`src/rtl/md_issue_if.sv`:
```
// E-stage <-> multiply/divide issue bundle: instruction/operands in, unit start/op/operands out,
// HI/LO read-back and stall. master drives the instruction and unit status; slave is md_issue_ctrl.
interface md_issue_if #(
   parameter int DW = 32
);
   logic          op_valid;
   logic [3:0]    op_code;
   logic [DW-1:0] rs_val;
   logic [DW-1:0] rt_val;
   logic          md_busy;
   logic [DW-1:0] md_hi;
   logic [DW-1:0] md_lo;
   logic          md_start;
   logic [2:0]    md_op;
   logic [DW-1:0] md_a;
   logic [DW-1:0] md_b;
   logic          stall;
   logic [DW-1:0] rd_data;
   logic          err_timeout;

   modport master (
      output op_valid, op_code, rs_val, rt_val, md_busy, md_hi, md_lo,
      input  md_start, md_op, md_a, md_b, stall, rd_data, err_timeout
   );

   modport slave (
      input  op_valid, op_code, rs_val, rt_val, md_busy, md_hi, md_lo,
      output md_start, md_op, md_a, md_b, stall, rd_data, err_timeout
   );
endinterface

```
`src/rtl/md_issue_ctrl.sv`:
```
// Mul/div issue control: registered start/op/operands one cycle after accept; stall is combinational
// while LAUNCH/WAIT/MTW is outstanding. MD_STALL_CNT_EN adds stall_cycles/md_ops counters.
module md_issue_ctrl #(
   parameter int TIMEOUT = 15,
   parameter int DW      = 32
) (
   input logic        clk,
   input logic        rst,
   md_issue_if.slave  bus
`ifdef MD_STALL_CNT_EN
   ,
   output logic [31:0] stall_cycles,
   output logic [31:0] md_ops
`endif
);
   localparam int            CW     = (TIMEOUT < 1) ? 1 : $clog2(TIMEOUT + 1);
   localparam logic [CW-1:0] TO_CNT = CW'(TIMEOUT);

   localparam logic [2:0] MUDI_NONE  = 3'd0;
   localparam logic [2:0] MUDI_MULT  = 3'd1;
   localparam logic [2:0] MUDI_MULTU = 3'd2;
   localparam logic [2:0] MUDI_DIV   = 3'd3;
   localparam logic [2:0] MUDI_DIVU  = 3'd4;
   localparam logic [2:0] MUDI_MTHI  = 3'd5;
   localparam logic [2:0] MUDI_MTLO  = 3'd6;

   typedef enum logic [1:0] {S_IDLE, S_LAUNCH, S_WAIT, S_MTW} state_t;

   state_t        state, state_nxt;
   logic          is_compute, is_mt, is_mf, md_class;
   logic          acc_compute, acc_mt;
   logic          stall_c;
   logic [DW-1:0] rd_c;
   logic [2:0]    op_mudi;
   logic          start_q;
   logic [2:0]    op_q;
   logic [DW-1:0] a_q, b_q;
   logic [CW-1:0] wait_cnt;
   logic          err_q;

   always_comb begin : decode
      is_compute = bus.op_valid && (bus.op_code >= 4'd1) && (bus.op_code <= 4'd4);
      is_mt      = bus.op_valid && ((bus.op_code == 4'd5) || (bus.op_code == 4'd6));
      is_mf      = bus.op_valid && ((bus.op_code == 4'd7) || (bus.op_code == 4'd8));
      md_class   = is_compute || is_mt || is_mf;
      op_mudi    = MUDI_NONE;
      case (bus.op_code)
         4'd1:    op_mudi = MUDI_MULT;
         4'd2:    op_mudi = MUDI_MULTU;
         4'd3:    op_mudi = MUDI_DIV;
         4'd4:    op_mudi = MUDI_DIVU;
         4'd5:    op_mudi = MUDI_MTHI;
         4'd6:    op_mudi = MUDI_MTLO;
         default: op_mudi = MUDI_NONE;
      endcase
   end

   always_ff @(posedge clk) begin : state_reg
      if (rst) state <= S_IDLE;
      else     state <= state_nxt;
   end

   always_comb begin : next_state
      state_nxt = state;
      case (state)
         S_IDLE: begin
            if (acc_compute)  state_nxt = S_LAUNCH;
            else if (acc_mt)  state_nxt = S_MTW;
         end
         S_LAUNCH: state_nxt = S_WAIT;
         S_WAIT:   if (!bus.md_busy) state_nxt = S_IDLE;
         S_MTW:    state_nxt = S_IDLE;
         default:  state_nxt = S_IDLE;
      endcase
   end

   // mf reads HI/LO straight from the unit; only legal in IDLE, where no write is pending
   always_comb begin : outputs
      stall_c     = md_class && (state != S_IDLE);
      acc_compute = is_compute && (state == S_IDLE);
      acc_mt      = is_mt && (state == S_IDLE);
      rd_c        = '0;
      if ((state == S_IDLE) && is_mf)
         rd_c = (bus.op_code == 4'd7) ? bus.md_hi : bus.md_lo;
   end

   always_ff @(posedge clk) begin : issue_regs
      if (rst) begin
         start_q <= 1'b0;
         op_q    <= MUDI_NONE;
         a_q     <= '0;
         b_q     <= '0;
      end else begin
         start_q <= acc_compute;
         op_q    <= (acc_compute || acc_mt) ? op_mudi : MUDI_NONE;
         if (acc_compute) begin
            a_q <= bus.rs_val;
            b_q <= bus.rt_val;
         end else if (acc_mt) begin
            a_q <= bus.rs_val;
         end
      end
   end

   // wait_cnt counts busy cycles seen in WAIT and parks at all-ones
   always_ff @(posedge clk) begin : wait_timer
      if (rst) begin
         wait_cnt <= '0;
         err_q    <= 1'b0;
      end else if (state == S_LAUNCH) begin
         wait_cnt <= '0;
      end else if ((state == S_WAIT) && bus.md_busy) begin
         if (wait_cnt == TO_CNT) err_q <= 1'b1;
         if (wait_cnt != {CW{1'b1}}) wait_cnt <= wait_cnt + 1'b1;
      end
   end

`ifdef MD_STALL_CNT_EN
   always_ff @(posedge clk) begin : perf_cnt
      if (rst) begin
         stall_cycles <= '0;
         md_ops       <= '0;
      end else begin
         if (stall_c) stall_cycles <= stall_cycles + 32'd1;
         if (acc_compute || acc_mt) md_ops <= md_ops + 32'd1;
      end
   end
`endif

   assign bus.md_start    = start_q;
   assign bus.md_op       = op_q;
   assign bus.md_a        = a_q;
   assign bus.md_b        = b_q;
   assign bus.stall       = stall_c;
   assign bus.rd_data     = rd_c;
   assign bus.err_timeout = err_q;
endmodule

```
`src/flat_wrapper.sv`:
```
// flat-port wrapper written by rule: the top's interface ports become plain ports
module md_issue_ctrl_flat 
#(
   parameter int TIMEOUT = 15,
   parameter int DW      = 32
)
  (clk, rst, bus_op_valid, bus_op_code, bus_rs_val, bus_rt_val, bus_md_busy, bus_md_hi, bus_md_lo, bus_md_start, bus_md_op, bus_md_a, bus_md_b, bus_stall, bus_rd_data, bus_err_timeout);
  md_issue_if #(.DW(DW)) bus_i ();
  input logic clk;
  input logic rst;
  input wire logic [$bits(bus_i.op_valid)-1:0] bus_op_valid;
  input wire logic [$bits(bus_i.op_code)-1:0] bus_op_code;
  input wire logic [$bits(bus_i.rs_val)-1:0] bus_rs_val;
  input wire logic [$bits(bus_i.rt_val)-1:0] bus_rt_val;
  input wire logic [$bits(bus_i.md_busy)-1:0] bus_md_busy;
  input wire logic [$bits(bus_i.md_hi)-1:0] bus_md_hi;
  input wire logic [$bits(bus_i.md_lo)-1:0] bus_md_lo;
  output wire logic [$bits(bus_i.md_start)-1:0] bus_md_start;
  output wire logic [$bits(bus_i.md_op)-1:0] bus_md_op;
  output wire logic [$bits(bus_i.md_a)-1:0] bus_md_a;
  output wire logic [$bits(bus_i.md_b)-1:0] bus_md_b;
  output wire logic [$bits(bus_i.stall)-1:0] bus_stall;
  output wire logic [$bits(bus_i.rd_data)-1:0] bus_rd_data;
  output wire logic [$bits(bus_i.err_timeout)-1:0] bus_err_timeout;
  assign bus_i.op_valid = bus_op_valid;
  assign bus_i.op_code = bus_op_code;
  assign bus_i.rs_val = bus_rs_val;
  assign bus_i.rt_val = bus_rt_val;
  assign bus_i.md_busy = bus_md_busy;
  assign bus_i.md_hi = bus_md_hi;
  assign bus_i.md_lo = bus_md_lo;
  assign bus_md_start = bus_i.md_start;
  assign bus_md_op = bus_i.md_op;
  assign bus_md_a = bus_i.md_a;
  assign bus_md_b = bus_i.md_b;
  assign bus_stall = bus_i.stall;
  assign bus_rd_data = bus_i.rd_data;
  assign bus_err_timeout = bus_i.err_timeout;
  md_issue_ctrl #(.TIMEOUT(TIMEOUT), .DW(DW)) u_core (.clk(clk), .rst(rst), .bus(bus_i));
endmodule
```
`config.mk`:
```
export PLATFORM = sky130hd
export DESIGN_NAME = md_issue_ctrl_flat
export DESIGN_NICKNAME = d
export VERILOG_FILES = /design/src/rtl/md_issue_if.sv /design/src/rtl/md_issue_ctrl.sv /design/src/flat_wrapper.sv
export SDC_FILE = /design/constraint.sdc
export NUM_CORES = 1
export LEC_CHECK = 0
export ABC_AREA = 1
export CORE_ASPECT_RATIO = 0.9
export CORE_MARGIN = 1
export CORE_UTILIZATION = 25
export DETAILED_ROUTE_END_ITERATION = 10
export PLACE_DENSITY = 0.59
export SYNTH_ARGS = -nofsm -noshare
export SYNTH_HDL_FRONTEND = slang
export SYNTH_SLANG_ARGS = --single-unit
```
`constraint.sdc`:
```
create_clock -name clk -period 2.14 [get_ports clk]
set_clock_uncertainty 0.2 [all_clocks]
set_input_delay 0.428 -clock clk [delete_from_list [all_inputs] [get_ports clk]]
set_output_delay 0.428 -clock clk [all_outputs]
set_load 0.005 [all_outputs]
```
==> results.json, run 1 <==
{
  "yosysUniqueCellTypes": 24,
  "grt_max_degree": 66,
  "max-cap-violations": 0,
  "initial_utilization_pct": 25.66,
  "r2r_cells": 7,
  "synth_area_leaders": "dfxtp_1 (44%), nor2_1 (15%), o21ai_1 (8.4%), a21oi_2 (7.6%), nand4_1 (5.8%)",
  "worst-r2r-setup-slack_ns": 0.53,
  "violations": "design-rule violations, negative setup slack",
  "crit_end": "bus_rd_data[29]",
  "place_hpwl_um": 9007,
  "cp-end-kind": "output port",
  "finalCriticalPeriod_ns": 2.228,
  "first_iter_violations": 159,
  "clkPwrFrac_pct": 41.5,
  "syn_area_sq_mm": 0.003442,
  "num_antenna_cells": 0,
  "r2r-end": "u_core.bus.md_a[15]$_SDFFE_PP0P_",
  "finalHoldViolations": 0,
  "grt_setup_unrepaired": "true",
  "critPathRequiredTime_ns": 1.51,
  "pin_count": 238,
  "area_growth_syn_to_layout_pct": 91.39,
  "clock_sinks": 75,
  "holdBufCountCts": 0,
  "wire_per_inst_um": 13.65,
  "h-tree-depth": 3,
  "hold_path_class": "reg2reg",
  "switching_share_pct": 24.29,
  "clock_latency_ns": 0.33,
  "drc": 14,
  "die_w_um": 125.7,
  "antenna_found_initial": 0,
  "startpoint": "bus_op_code[2]",
  "drive_gt1_share_pct": 20.38,
  "grt_pass1_wl_um": 19330,
  "antenna_left": 0,
  "rows": 40,
  "yosysTopAreaCellShare_pct": 43.62,
  "p_per_area_mw_per_mm2": 614.2,
  "syn_inst": 469,
  "crit_type": "in2out",
  "max_freq_mhz": 448.9,
  "nNetsFinal": 863,
  "cts_root_buf": "clkbuf_16",
  "timing.setup.tns_ns": -1.254,
  "p_leak_nw": 2.723,
  "drt-pass1-iter-count": 7,
  "postRouteWirelength_um": 12270,
  "place_area_sq_mm": 0.006153,
  "clk_path_buf_depth": 2,
  "grt_usage_pct": 16.92,
  "port_buffers": 237,
  "overflow": 0,
  "viasPerCell": 4.457,
  "arrival_ns": 1.60,
  "numCtsBuffers": 9,
  "gp_congestion": 0.8681,
  "path_clk_slew_ns": 0.06,
  "setup_violations": 16,
  "worst-path-max-fanout": 5,
  "pwr-share-seq_pct": 37.7,
  "start_kind": "input port",
  "timing.rr.start": "u_core.state[1]$_SDFFE_PP0P_",
  "synth-seq-cells": 75,
  "yosysWarnings": 0,
  "p_int_mw": 3.063,
  "grt_pass1_vias": 3838,
  "core_region_area_sq_mm": 0.01341,
  "cts_tree": "done",
  "yosysSeqAreaShare_pct": 43.62,
  "finalPower_mw": 4.046,
  "run_status": "complete, but fails checks",
  "fin_ws_ns": -0.08769,
  "die_h_um": 113.3,
  "worst-slew-pin-transition_ns": 0.3459,
  "p_comb_share_pct": 20.8,
  "yosysTopAreaCell": "dfxtp_1",
  "maxSlewViolCount": 0,
  "slew_headroom_pct": 76.94,
  "p_switching_mw": 0.9828,
  "synth.avg_cell_area_sq_um": 7.339,
  "fin_crit_sh_pct": 104.1,
  "final_cell_area_sq_mm": 0.006588,
  "vdd_drop_max_mv": 0.3091,
  "detailroute.via_count": 4007,
  "fp.dieArea_sq_mm": 0.01424,
  "mappedNetlistNets": 606
}
## cells in the final DEF (no fill, tap or decap), types with 3 or more instances in the layout
cell type        instances
o21ai_0                  8
a21oi_2                 31
buf_4                   29
buf_2                   32
inv_2                    3
clkbuf_16                9
nand4_1                 32
nor2_1                 135
o21ai_1                 58
inv_1                   12
nand3_1                  8
buf_12                   7
clkdlybuf4s50_1        199
buf_16                   4
a21oi_1                  7
buf_6                    7
nand2_1                 45
dfxtp_1                 75
## metrics by stage
stage | worst slack (ns) | std cells | util, % | hold WS [ns]
after global placement | -0.7059 | 870 | 45.88 | 0.2618
after detailed placement | -0.7602 | 870 | 45.88 | 0.2593
after floorplan | 0.2399 | 469 | - | 0.2604
after global routing | -0.1616 | 899 | 49.11 | 0.2900
after CTS | -0.1156 | 894 | 48.72 | 0.2732
final | -0.08769 | 899 | 49.11 | 0.2653
## area by class of cell
class                      instances  area, sq um
tap                              168        210.2
fill                            1286         6825
clock buffer                      10        239.0
timing repair buffer             282         2733
sequential                        75         1501
multi-input combinational        340         1734
inverter                          18        73.82
clock inverter                     6        96.34
## per-layer routing
metal	part of all wire [%]	vias up	global-route usage [%]	wire, um
li1	-	2077	-	-
met1	41	1781	19.97	5055
met2	50	134	30.04	6126
met3	7.4	15	3.972	903
met4	1.5	0	5.772	185
met5	0	-	0	0
## worst min path at each step
| stage | from | endpoint | slack, ns | depth (start not counted) |
|---|---|---|---|---|
| after floorplan | u_core.bus.err_timeout$_SDFFE_PP0P_ | u_core.bus.err_timeout$_SDFFE_PP0P_ | 0.26 | 2 |
| after global placement | u_core.bus.err_timeout$_SDFFE_PP0P_ | u_core.bus.err_timeout$_SDFFE_PP0P_ | 0.26 | 2 |
| after detailed placement | u_core.bus.err_timeout$_SDFFE_PP0P_ | u_core.bus.err_timeout$_SDFFE_PP0P_ | 0.26 | 2 |
| after CTS | u_core.bus.err_timeout$_SDFFE_PP0P_ | u_core.bus.err_timeout$_SDFFE_PP0P_ | 0.27 | 2 |
| after global routing | u_core.bus.err_timeout$_SDFFE_PP0P_ | u_core.bus.err_timeout$_SDFFE_PP0P_ | 0.29 | 2 |
| final | u_core.bus.err_timeout$_SDFFE_PP0P_ | u_core.bus.err_timeout$_SDFFE_PP0P_ | 0.27 | 2 |
## cell families (layout without fill, tap and decap cells)
kind of cell | count (synthesis) | in the layout | synth area share [%]
AND/OR/NAND/NOR | 231 | 231 | 29.12
AO/OA/AOI/OAI | 108 | 108 | 19.12
flip-flops | 75 | 75 | 43.62
buffers and inverters | 54 | 316 | 7.779
adder cells (fa/ha/maj) | 1 | 1 | 0.3634
## power groups by stage
stage	clock [mW]	combinational (mW)	sequential, mW
after floorplan	0	0.270	1.56
after global placement	0	0.802	1.55
after detailed placement	0	0.810	1.55
after CTS	1.73	0.835	1.53
after global routing	1.79	0.914	1.54
final	1.68	0.840	1.53
## synthesized netlist by cell type (all sizes together)
cell,instances
a21oi,40
a31oi,1
buf,17
clkbuf,19
clkinv,1
dfxtp,75
ha,1
inv,17
nand2,47
nand3,12
nand4,32
nor2,139
o21ai,67
or2,1
## what timing repair did
item / 4_1_cts / 5_1_grt
gates cloned: 4 / 0
setup endpoints to repair: 33 / 33
hold endpoints to repair: 0 / 0
buffers inserted: 6 / 5
pin swaps: 5 / 3
gates resized for setup: 163 / 10
## worst max-delay path, stage by stage
cell and delay (ns):
buf_6 0.10, buf_6 0.11, inv_4 0.05, nand2_4 0.05
o21ai_4 0.15, nand3_4 0.09, buf_6 0.13, buf_6 0.12
buf_16 0.13, a21oi_2 0.09, buf_2 0.13
Note: power is estimated with default switching activity, not from simulation.
==> run 2, diff against run 1 <==
--- a/config.mk
+++ b/config.mk
@@ -9,6 +9,7 @@
 export CORE_ASPECT_RATIO = 0.9
 export CORE_MARGIN = 1
 export CORE_UTILIZATION = 25
+export CTS_BUF_LIST = sky130_fd_sc_hd__clkbuf_4
 export DETAILED_ROUTE_END_ITERATION = 10
 export PLACE_DENSITY = 0.59
 export SYNTH_ARGS = -nofsm -noshare
==> run 2 against run 1 <==
Net effect: the flow still finishes with violations (design-rule violations, negative setup slack); global-route usage is essentially flat; sequential share of layout area rose by 0.69 points; core utilization down 1.4 points; sequential power hardly changed; first-iteration DRC count fell by 9.4%; clock power decreased by 39%; sequential cell count is the same; via count is essentially flat; combinational power decreased by 0.5%; worst setup slack got worse by 0.014 ns; critical path type unchanged.
==> results.json, run 2 (synthesized netlist as in run 1, its figures left out) <==
{
  "viasPerCell": 4.466,
  "area_growth_syn_to_layout_pct": 86.04,
  "clock_latency_ns": 0.40,
  "port_buffers": 237,
  "rows": 40,
  "path_cells": "clkdlybuf4s15_1, inv_4, nand3_4, o21ai_4, nand3_4, buf_6, buf_6, buf_16, a21oi_2, buf_2",
  "hold_path_class": "in2reg",
  "postRouteWirelength_um": 12190,
  "cts_tree": "done",
  "grt_setup_unrepaired": "true",
  "crit_type": "in2out",
  "arrival_ns": 1.61,
  "worst-slew-pin-transition_ns": 0.3396,
  "critPathRequiredTime_ns": 1.51,
  "slew_headroom_pct": 77.36,
  "antenna_found_initial": 0,
  "antenna_left": 0,
  "slowest_stage": "clkdlybuf4s15_1",
  "nNetsFinal": 861,
  "clk_path_buf_depth": 2,
  "cts_root_buf": "clkbuf_4",
  "die_h_um": 113.3,
  "p_per_area_mw_per_mm2": 528.0,
  "num_antenna_cells": 0,
  "critPathTopFamily": "buffers and inverters",
  "detailroute.via_count": 4006,
  "pin_count": 238,
  "h-tree-depth": 3,
  "grt_pass1_wl_um": 19400,
  "grt_pass1_vias": 3867,
  "setup_violations": 18,
  "vdd_drop_max_mv": 0.3611,
  "cpPeakStageDelay_ns": 0.20,
  "grt_usage_pct": 16.87,
  "grt_max_degree": 66,
  "drc": 14,
  "overflow": 0,
  "first_iter_violations": 144,
  "max-cap-violations": 0,
  "clock_sinks": 75,
  "maxSlewViolCount": 0,
  "post-route-util_pct": 47.74,
  "layout_common_cells": "clkdlybuf4s50_1 (199), nor2_1 (135), dfxtp_1 (73), o21ai_1 (58), nand2_1 (45)",
  "run_status": "complete, but fails checks",
  "crit_cells": 10,
  "r2r_cells": 7,
  "holdPathStages": 5,
  "wire_per_inst_um": 13.59,
  "p_leak_nw": 2.633,
  "die_w_um": 125.7,
  "max_freq_mhz": 446.0,
  "start_kind": "input port",
  "place_hpwl_um": 9007,
  "violations": "design-rule violations, negative setup slack",
  "drive_gt1_share_pct": 20.16,
  "fin_crit_sh_pct": 104.8,
  "finalHoldViolations": 0,
  "gp_congestion": 0.8681,
  "numCtsBuffers": 9,
  "fp.dieArea_sq_mm": 0.01424,
  "initial_utilization_pct": 25.66,
  "path_clk_slew_ns": 0.12,
  "holdBufCountCts": 0,
  "timing.setup.tns_ns": -1.532,
  "worst-path-max-fanout": 5,
  "core_region_area_sq_mm": 0.01341,
  "drt-pass1-iter-count": 7,
  "cp-end-kind": "output port",
  "layout_commonest_cell": "clkdlybuf4s50_1",
  "path_buf_inv": 6,
  "fin_ws_ns": -0.1020,
  "finalCriticalPeriod_ns": 2.242
}
[run 2: cell type report]
type                       count  area (sq um)
multi-input combinational    340          1734
timing repair buffer         280          2716
inverter                      18         71.32
clock buffer                   9         67.56
fill                        1311          7009
clock inverter                 7         100.1
sequential                    75          1504
tap                          168         210.2
[run 2: routing by layer]
layer  global-route usage, %  vias to the layer above  wire (um)
li1                        -                     2072          -
met1                   19.80                     1794       5064
met2                   30.33                      128       6093
met3                   3.924                       12        847
met4                   5.366                        0        186
met5                       0                        -          0
[run 2: per-stage QoR]
step	instances	worst slack, ns	area, sq um	power (mW)	hold WS (ns)
2_1_floorplan	469	0.2399	3442	1.831	0.2604
3_3_place_gp	870	-0.7059	6153	2.353	0.2618
3_5_place_dp	870	-0.7602	6153	2.364	0.2593
4_1_cts	895	-0.1156	6382	3.426	0.1674
5_1_grt	897	-0.1932	6404	3.569	0.2016
6_report	897	-0.1020	6404	3.381	0.2129
[run 2: repair_timing]
| action | 4_1_cts | 5_1_grt |
|---|---|---|
| pin swaps | 5 | 1 |
| setup endpoints to repair | 33 | 33 |
| gates resized for setup | 166 | 5 |
| cloned | 4 | 0 |
| buffers inserted | 7 | 2 |
[run 2: final timing paths]
check	start	to	slack, ns
max	bus_op_code[3]	bus_rd_data[29]	-0.10
min	bus_op_code[0]	u_core.bus.md_op[2]$_SDFF_PP0_	0.21
max reg2reg	u_core.state[1]$_SDFFE_PP0P_	u_core.bus.md_a[15]$_SDFFE_PP0P_	0.57
min reg2reg	u_core.bus.err_timeout$_SDFFE_PP0P_	u_core.bus.err_timeout$_SDFFE_PP0P_	0.28
[run 2: power breakdown]
| part | internal, mW | total, mW | leakage [nW] | switching (mW) |
|---|---|---|---|---|
| sequential | 1.48 | 1.53 | 0.614 | 0.0439 |
| clock | 0.484 | 1.02 | 0.0861 | 0.536 |
| combinational | 0.512 | 0.836 | 1.93 | 0.324 |
[run 2: worst reg2reg max path: stages (launching register included)]
cell	delay (ns)
dfxtp_2	0.35
nor2_4	0.13
buf_4	0.13
inv_1	0.05
nor2_4	0.17
buf_4	0.28
o21ai_0	0.11
nor2_1	0.10
==> run 3, diff against run 2 <==
--- a/config.mk
+++ b/config.mk
@@ -11,6 +11,7 @@
 export CORE_UTILIZATION = 25
 export CTS_BUF_LIST = sky130_fd_sc_hd__clkbuf_4
 export DETAILED_ROUTE_END_ITERATION = 10
+export GPL_ROUTABILITY_DRIVEN = 0
 export PLACE_DENSITY = 0.59
 export SYNTH_ARGS = -nofsm -noshare
 export SYNTH_HDL_FRONTEND = slang
==> results of run 3 <==
The final DEF is identical to that of run 2; final timing and power are the same.
